**src/rtl/mac_pkg.sv**
```systemverilog
// Shared definitions for the MAC array: op encodings and saturation limits.
// Limits serve the MAC_SATURATE_EN build of mac_array_pipe.
package mac_pkg;

  typedef enum logic [1:0] {
    MAC_OP_MAC   = 2'b00,
    MAC_OP_LOAD  = 2'b01,
    MAC_OP_MUL   = 2'b10,
    MAC_OP_RDCLR = 2'b11
  } op_t;

  localparam int unsigned LIM_W = 128;

  // Callers truncate to their own accumulator width.
  function automatic logic [LIM_W-1:0] sat_max(input int unsigned acc_w);
    return (LIM_W'(1) << (acc_w - 1)) - LIM_W'(1);
  endfunction

  function automatic logic [LIM_W-1:0] sat_min(input int unsigned acc_w);
    return ~sat_max(acc_w);
  endfunction

endpackage

```
**src/rtl/mac_acc_bank.sv**
```systemverilog
// NUM_ACC x ACC_W accumulator register file: one async read port, one write port.
// Write lands on the clock edge; all entries clear on reset.
module mac_acc_bank #(
  parameter int ACC_W   = 40,
  parameter int NUM_ACC = 4,
  parameter int IDX_W   = $clog2(NUM_ACC)
) (
  input  logic             clk,
  input  logic             rst_n,
  input  logic [IDX_W-1:0] rd_idx,
  output logic [ACC_W-1:0] rd_data,
  input  logic             wr_en,
  input  logic [IDX_W-1:0] wr_idx,
  input  logic [ACC_W-1:0] wr_data
);

  logic [ACC_W-1:0] acc_q [NUM_ACC];
  logic [ACC_W-1:0] acc_d [NUM_ACC];

  always_comb begin
    acc_d = acc_q;
    if (wr_en) acc_d[wr_idx] = wr_data;
  end

  always_ff @(posedge clk or negedge rst_n) begin
    if (!rst_n) begin
      for (int i = 0; i < NUM_ACC; i++) acc_q[i] <= '0;
    end else begin
      acc_q <= acc_d;
    end
  end

  assign rd_data = acc_q[rd_idx];

endmodule

```
**src/rtl/mac_array_pipe.sv**
```systemverilog
// Two-stage signed MAC engine with NUM_ACC accumulators; result 2 cycles after request, 1 op/cycle.
// Both stages freeze while out_valid && !out_ready. MAC_SATURATE_EN selects clamping MAC arithmetic.
module mac_array_pipe
  import mac_pkg::*;
#(
  parameter int DATA_W  = 16,
  parameter int ACC_W   = 40,
  parameter int NUM_ACC = 4,
  localparam int IDX_W  = $clog2(NUM_ACC)
) (
  input  logic              clk,
  input  logic              rst_n,
  input  logic              in_valid,
  output logic              in_ready,
  input  logic [1:0]        in_op,
  input  logic [IDX_W-1:0]  in_idx,
  input  logic [DATA_W-1:0] rs1,
  input  logic [DATA_W-1:0] rs2,
  output logic              out_valid,
  input  logic              out_ready,
  output logic [ACC_W-1:0]  rd,
  output logic [IDX_W-1:0]  rd_idx,
  output logic              sat
);

  localparam int PROD_W = 2 * DATA_W;

  logic              adv, accept, fire;
  logic              s1_valid_q, s1_valid_d;
  op_t               s1_op_q, s1_op_d;
  logic [IDX_W-1:0]  s1_idx_q, s1_idx_d;
  logic [PROD_W-1:0] s1_prod_q, s1_prod_d;
  logic [ACC_W-1:0]  s1_rs1_q, s1_rs1_d;
  logic              out_valid_q, out_valid_d;
  logic [ACC_W-1:0]  rd_q, rd_d;
  logic [IDX_W-1:0]  rd_idx_q, rd_idx_d;
  logic              sat_q, sat_d;
  logic [ACC_W-1:0]  acc_rdata, prod_ext, mac_res, res, acc_wdata;
  logic              mac_ovf, res_sat, acc_we;

  assign adv      = !out_valid_q || out_ready;
  assign accept   = in_valid && adv;
  assign fire     = adv && s1_valid_q;
  assign prod_ext = ACC_W'($signed(s1_prod_q));

  always_comb begin
    s1_valid_d = adv ? in_valid : s1_valid_q;
    s1_op_d    = s1_op_q;
    s1_idx_d   = s1_idx_q;
    s1_prod_d  = s1_prod_q;
    s1_rs1_d   = s1_rs1_q;
    if (accept) begin
      s1_op_d   = op_t'(in_op);
      s1_idx_d  = in_idx;
      s1_prod_d = PROD_W'($signed(rs1)) * PROD_W'($signed(rs2));
      s1_rs1_d  = ACC_W'($signed(rs1));
    end
  end

`ifdef MAC_SATURATE_EN
  localparam logic [ACC_W-1:0] ACC_MAX = ACC_W'(sat_max(ACC_W));
  localparam logic [ACC_W-1:0] ACC_MIN = ACC_W'(sat_min(ACC_W));
  logic [ACC_W:0] sum_ext;

  // Overflow when the extra sign bit disagrees with the ACC_W-bit sign.
  always_comb begin
    sum_ext = {acc_rdata[ACC_W-1], acc_rdata} + {prod_ext[ACC_W-1], prod_ext};
    mac_res = sum_ext[ACC_W-1:0];
    mac_ovf = 1'b0;
    if (sum_ext[ACC_W] != sum_ext[ACC_W-1]) begin
      mac_ovf = 1'b1;
      mac_res = sum_ext[ACC_W] ? ACC_MIN : ACC_MAX;
    end
  end
`else
  always_comb begin
    mac_res = acc_rdata + prod_ext;
    mac_ovf = 1'b0;
  end
`endif

  // The bank write and the output register load share one edge, so the next op sees the new value.
  always_comb begin
    res       = rd_q;
    res_sat   = 1'b0;
    acc_we    = 1'b0;
    acc_wdata = '0;
    case (s1_op_q)
      MAC_OP_MAC: begin
        res       = mac_res;
        res_sat   = mac_ovf;
        acc_we    = 1'b1;
        acc_wdata = mac_res;
      end
      MAC_OP_LOAD: begin
        res       = s1_rs1_q;
        acc_we    = 1'b1;
        acc_wdata = s1_rs1_q;
      end
      MAC_OP_MUL: res = prod_ext;
      MAC_OP_RDCLR: begin
        res    = acc_rdata;
        acc_we = 1'b1;
      end
      default: ;
    endcase
    out_valid_d = adv ? s1_valid_q : out_valid_q;
    rd_d        = fire ? res : rd_q;
    rd_idx_d    = fire ? s1_idx_q : rd_idx_q;
    sat_d       = fire ? res_sat : sat_q;
  end

  mac_acc_bank #(
    .ACC_W   (ACC_W),
    .NUM_ACC (NUM_ACC),
    .IDX_W   (IDX_W)
  ) u_acc_bank (
    .clk     (clk),
    .rst_n   (rst_n),
    .rd_idx  (s1_idx_q),
    .rd_data (acc_rdata),
    .wr_en   (fire && acc_we),
    .wr_idx  (s1_idx_q),
    .wr_data (acc_wdata)
  );

  always_ff @(posedge clk or negedge rst_n) begin
    if (!rst_n) begin
      s1_valid_q  <= 1'b0;
      s1_op_q     <= MAC_OP_MAC;
      s1_idx_q    <= '0;
      s1_prod_q   <= '0;
      s1_rs1_q    <= '0;
      out_valid_q <= 1'b0;
      rd_q        <= '0;
      rd_idx_q    <= '0;
      sat_q       <= 1'b0;
    end else begin
      s1_valid_q  <= s1_valid_d;
      s1_op_q     <= s1_op_d;
      s1_idx_q    <= s1_idx_d;
      s1_prod_q   <= s1_prod_d;
      s1_rs1_q    <= s1_rs1_d;
      out_valid_q <= out_valid_d;
      rd_q        <= rd_d;
      rd_idx_q    <= rd_idx_d;
      sat_q       <= sat_d;
    end
  end

  assign in_ready  = adv;
  assign out_valid = out_valid_q;
  assign rd        = rd_q;
  assign rd_idx    = rd_idx_q;
  assign sat       = sat_q;

endmodule

```
**config.mk**
```make
export PLATFORM = sky130hd
export DESIGN_NAME = mac_array_pipe
export DESIGN_NICKNAME = d
export VERILOG_FILES = /design/src/rtl/mac_pkg.sv /design/src/rtl/mac_acc_bank.sv /design/src/rtl/mac_array_pipe.sv
export SDC_FILE = /design/constraint.sdc
export NUM_CORES = 1
export LEC_CHECK = 0
export ABC_AREA = 0
export CAP_MARGIN = 10
export CORE_MARGIN = 2
export CORE_UTILIZATION = 60
export CTS_BUF_LIST = sky130_fd_sc_hd__clkbuf_2 sky130_fd_sc_hd__clkbuf_4 sky130_fd_sc_hd__clkbuf_8
export DETAILED_ROUTE_END_ITERATION = 7
export HOLD_SLACK_MARGIN = 0.03
export PLACE_DENSITY_LB_ADDON = 0.25
export SYNTH_ARGS = -nofsm -noshare
export SYNTH_HDL_FRONTEND = slang
export SYNTH_SLANG_ARGS = --single-unit
```
**constraint.sdc**
```tcl
create_clock -name clk -period 6.7 [get_ports clk]
set_clock_uncertainty 0.05 [all_clocks]
set_input_delay 0.67 -clock clk [delete_from_list [all_inputs] [get_ports clk]]
set_output_delay 0.67 -clock clk [all_outputs]
set_load 0.02 [all_outputs]
```
Word level (Yosys, flattened, before mapping)
Index checks and enable logic that the tools add are counted.
{ "classes": {"n_addsub": 1, "n_mul": 1, "order_cmp": 2, "eq_ne": 3, "muxes": 9, "n_bitwise": 1, "reduce_logical": 8} }
{ "ops": {"columns": ["cell", "count"], "rows": [
  ["bitwise mux 160 bit", 1],
  ["one-hot mux 40 bit (4 select lines)", 1],
  ["two-way mux 40 bit", 3],
  ["binary-select mux 40 bit (select 2 bit)", 1],
  ["demux 40 bit (select 2 bit)", 1],
  ["one-hot mux 40 bit (2 select lines)", 1],
  ["adder 40 bit", 1],
  ["multiplier 16 x 16 -> 32 bit", 1],
  ["equality test 2 bit (second input constant)", 2],
  ["logical AND 1 bit", 4],
  ["greater-or-equal comparator 3 bit (second input constant)", 1],
  ["< comparator 3 x 1 -> 1 bit (second input constant)", 1],
  ["inverter 2 -> 3 bit", 1],
  ["OR reduction 3 bit", 1],
  ["equality test 2 x 1 -> 1 bit (second input constant)", 1],
  ["zero test 2 bit", 1],
  ["zero test 1 bit", 1],
  ["logical OR 1 bit", 1],
  ["two-way mux 1 bit", 1]
]} }
{ "word_totals": {"register_bits": 256, "inputBits": 40, "out_inout_bits": 45} }

Logic depth before layout (Yosys ltp)
{ "logic_depth": {"depth_word": 7, "ltp_mapped": 23, "ltp_nobuf": 22} }

Hierarchy
Synthesis repeated with hierarchy kept, for this count alone.
{ "hier_totals": {"hier_cells": 2246, "area_unflattened_um2": 23436.2} }
{ "modules_own_cells": {"columns": ["mod", "instances", "cells_each", "area_each_um2", "seq_area_each_um2"], "rows": [
  ["mac_array_pipe", 1, 1857, 16517.1, 2402.3],
  ["mac_acc_bank", 1, 389, 6919.1, 4003.8]
]} }

Worst setup path before layout
No wires, ideal clock.
{ "synth_path": {"kind": "input -> register", "from": "in rs2[1]", "to": "reg s1_prod_q[29]", "setup_time_ns": 0.120, "arrival_ns": 6.260, "required_time_ns": 6.530, "slack_ns": 0.270, "cell_stages": 20, "path_cell_list": "clkbuf_1 nand2_1 inv_1 fa_1 fa_1 fa_1 fa_1 fa_1 inv_1 fa_1 inv_1 ha_1 a21oi_1 nor2b_1 o21a_1 nor4b_1 a211oi_1 o21ai_0 nand3_1 a31o_2"} }
{ "synth_between": {"elab_chain_len": 1} }
{ "synth_rtl": {"columns": ["item", "line", "source"], "rows": [
  ["start, declared", "mac_array_pipe.sv:18", "input logic [DATA_W-1:0] rs2,"],
  ["multiplier 16 x 16 -> 32 bit", "mac_array_pipe.sv:55", "s1_prod_d = PROD_W'($signed(rs1)) * PROD_W'($signed(rs2));"],
  ["end signal, assigned", "mac_array_pipe.sv:142", "s1_prod_q <= s1_prod_d;"],
  ["end, declared", "mac_array_pipe.sv:32", "logic [PROD_W-1:0] s1_prod_q, s1_prod_d;"]
]} }
Every way passes these cells.
A chain may end at the register's enable or synchronous reset.

Worst setup path in the final report
{ "layout_path": {"from": "in rs1[15]", "to": "reg s1_prod_q[31]"} }
{ "layout_between": {"elab_chain_len": 1} }
{ "layout_rtl": {"columns": ["item", "line", "source"], "rows": [
  ["start, declared", "mac_array_pipe.sv:17", "input logic [DATA_W-1:0] rs1,"],
  ["multiplier 16 x 16 -> 32 bit", "mac_array_pipe.sv:55", null]
]} }
Every way passes these cells.

==> impl_metrics.toml <==
[run_status]
status = "finished clean"

[yosys]
synth_edf_count = 0
synth_area_per_cell_sq_um = 9.316
ys_seq_area_share_pct = 27.09
synth_cells = 2538
async_reset_ff_share_pct = 100.0
synth-main-ff-cell = "dfrtp_1"
synth_cell_types = 83
ys_ff_latch = 256
yosysWarnings = 0
synth_nets = 2962
syn_area_sq_um = 23650

[cts]
cts-root-buf = "clkbuf_8"
cts_hold_buffers = 0
clockBufferDepth = 3
h-tree-depth = 2
clk_latency_ns = 0.58
cts_setup_buffers = 0
clkSlewWorstSetupHoldPaths_ns = 0.06
cts_tree = "done"
cts_buffers = 40
cts_sinks = 256

[worst_setup_path]
cp_max_fo = 9
critical_path.top_delay_family = "adder cells"
crit_type = "input port to register"
cp_num_buf_inv = 5
worstPathRequired_ns = 7.06
worstPathArrival_ns = 6.73
slowest_delay_ns = 0.70
worst_path_most_repeated_cell = "fa_1"
worst_setup_path_start_kind = "input port"
critPathCaptureType = "register"
crit_slowest_cell = "fa_1"
crit_path_cell_trace = "clkdlybuf4s50_1 > nand2_1 > inv_1 > fa_1 > buf_4 > fa_1 > fa_1 > fa_1 > fa_1 > inv_1 > fa_1 > inv_1 > ha_1 > a21oi_1 > nor2b_1 > o21a_1 > nor4b_2 > a21oi_1 > a221oi_1 > xnor2_1 > o21ai_1"

[sta]
worstMarginPinSlew_ns = 1.019
fin_crit_sh_pct = 95.16
setup_violations = 0
rsz0062_at_grt = "false"
fin_tns_setup_ns = 0
max_freq_mhz = 156.8
min_period_ns = 6.376
drv_slew = 0
max-slew-margin-rel_pct = 32.09
timing.final.ws_setup_ns = 0.3243
finalHoldViolCount = 0

[layout]
final_common_cell = "nand2_1"
final_nets = 3081
layout-drive-gt1-share_pct = 11.88
syn_to_final_growth_pct = 12.28
antennaDiodeCount = 0
final_cells = 3203
final_cell_mix = "nand2_1 (498), inv_1 (302), fa_1 (263), dfrtp_1 (253), and2_1 (130)"

[run]
cap_viol_max_count = 0

[grt]
grt_pass1_wl_um = 101100
grt_use_met1_pct = 40.15
grt_remaining_overflow = 0
grtUsageMet2_pct = 52.61
grt_max_degree = 133
busiest_layer = "met2"
grt_pass1_vias = 19830
grtUsageTotal_pct = 30.92
gr-usage-met3_pct = 3.836
grt_antenna_before_repair = 0

[placement]
io_buffers = 83
dp_hpwl_um = 47300
dp_cells = 3133
gp_congestion = 0.9643
pre_cts_ws_ns = -0.3468

[route]
ant_nets = 0
drt-total-wl_um = 61660
vias = 18790
drc = 0
via_per_inst = 5.867
wl_per_cell_um = 19.25
drtIter0Drc = 1219
drt_pass1_iterations = 5

[die]
core-area_sq_um = 38740
start_util_pct = 61.04
die_h_um = 202.5
ios = 85
dieArea_sq_um = 41010
rows = 72
die_w_um = 202.5

[min_path]
hp-class = "input port to asynchronous set/reset pin"
## cell families after synthesis
kind of cell / synth area share [%]
DFF: 27.09
buffers and inverters: 6.816
muxes: 7.181
xor gates and xnor gates: 1.741
AOI/OAI and AO/OA: 11.45
other: 0.01586
adders and majority gates: 28.67
and+or+nand+nor: 17.03
## per-stage QoR
stage	area, sq um	utilization (%)	hold WS [ns]
detailed placement	25710	66.37	0.4070
global route	26550	68.54	0.1882
global placement	25710	66.37	0.4020
CTS	26540	68.52	0.1641
finish	26550	68.54	0.09626
floorplan	23650	-	0.3244
## flip-flops by register name, summed over array words and instances, names as in the netlist
name / flops
u_acc_bank.acc_q: 160
rd: 40
s1_prod_q: 32
s1_rs1_q: 16
rd_idx: 2
s1_idx_q: 2
s1_op_q: 2
out_valid: 1
s1_valid_q: 1
## Yosys cell counts, drive strengths merged (6+ instances only)
cell type	n	share of area (%)
nor3b	6	0.19
and2	131	3.5
nand4	8	0.24
or3	6	0.18
o21a	18	0.57
nand2	499	7.9
nand3	29	0.63
clkbuf	106	1.7
mux2	53	2.5
inv	302	4.8
mux4	40	3.8
a21oi	104	2.3
xnor2	38	1.4
fa	263	22
nand2b	9	0.24
nor3	28	0.63
buf	17	0.33
and3	23	0.61
o31ai	16	0.53
nor2	113	1.8
a31oi	32	1.1
nor2b	8	0.21
o21ai	141	3.0
ha	121	6.4
and4	6	0.22
mux2i	20	0.85
a211oi	17	0.58
o21bai	10	0.32
dfrtp	256	27
xor2	9	0.33
o211ai	8	0.28
a21o	30	0.95
a221oi	8	0.35
## timing repair
| item | CTS | global route |
|---|---|---|
| endpoints found under the hold margin | 0 | 0 |
| setup endpoints to repair | 0 | 2 |
| resized for setup | 0 | 1 |
## path summary, 6_finish.rpt
path	slack, ns	endpoint	depth (start not counted)	start
worst min register to register	0.42	rd_idx[1]	2	rd_idx[1]
worst max register to register	2.05	rd[28]	11	s1_idx_q[0]
max in group asynchronous	5.24	s1_idx_q[1]	2	rst_n
worst max-delay path	0.32	s1_prod_q[31]	21	rs1[15]
worst min-delay path	0.1	rd[32]	1	rst_n
min in group clk	0.42	rd_idx[1]	2	rd_idx[1]
## routing by layer
layer | vias up | routed length (um)
met3 | 188 | 3500
met2 | 666 | 30290
met4 | 0 | 2765
met1 | 9394 | 25100
li1 | 8543 | -
met5 | - | 0
## layout make-up
type,instances,area [sq um]
multi-input cells,1857,15660
repair buffers,200,1864
fillers,3070,12190
inverters,302,1134
well taps,518,648.1
clock buffers,64,774.5
flip-flops and latches,256,6410
clock inverters,6,60.06
Power is left out: the tool's default activity adds up to more than one toggle a clock period on the data nets, which glitch-free logic cannot reach.
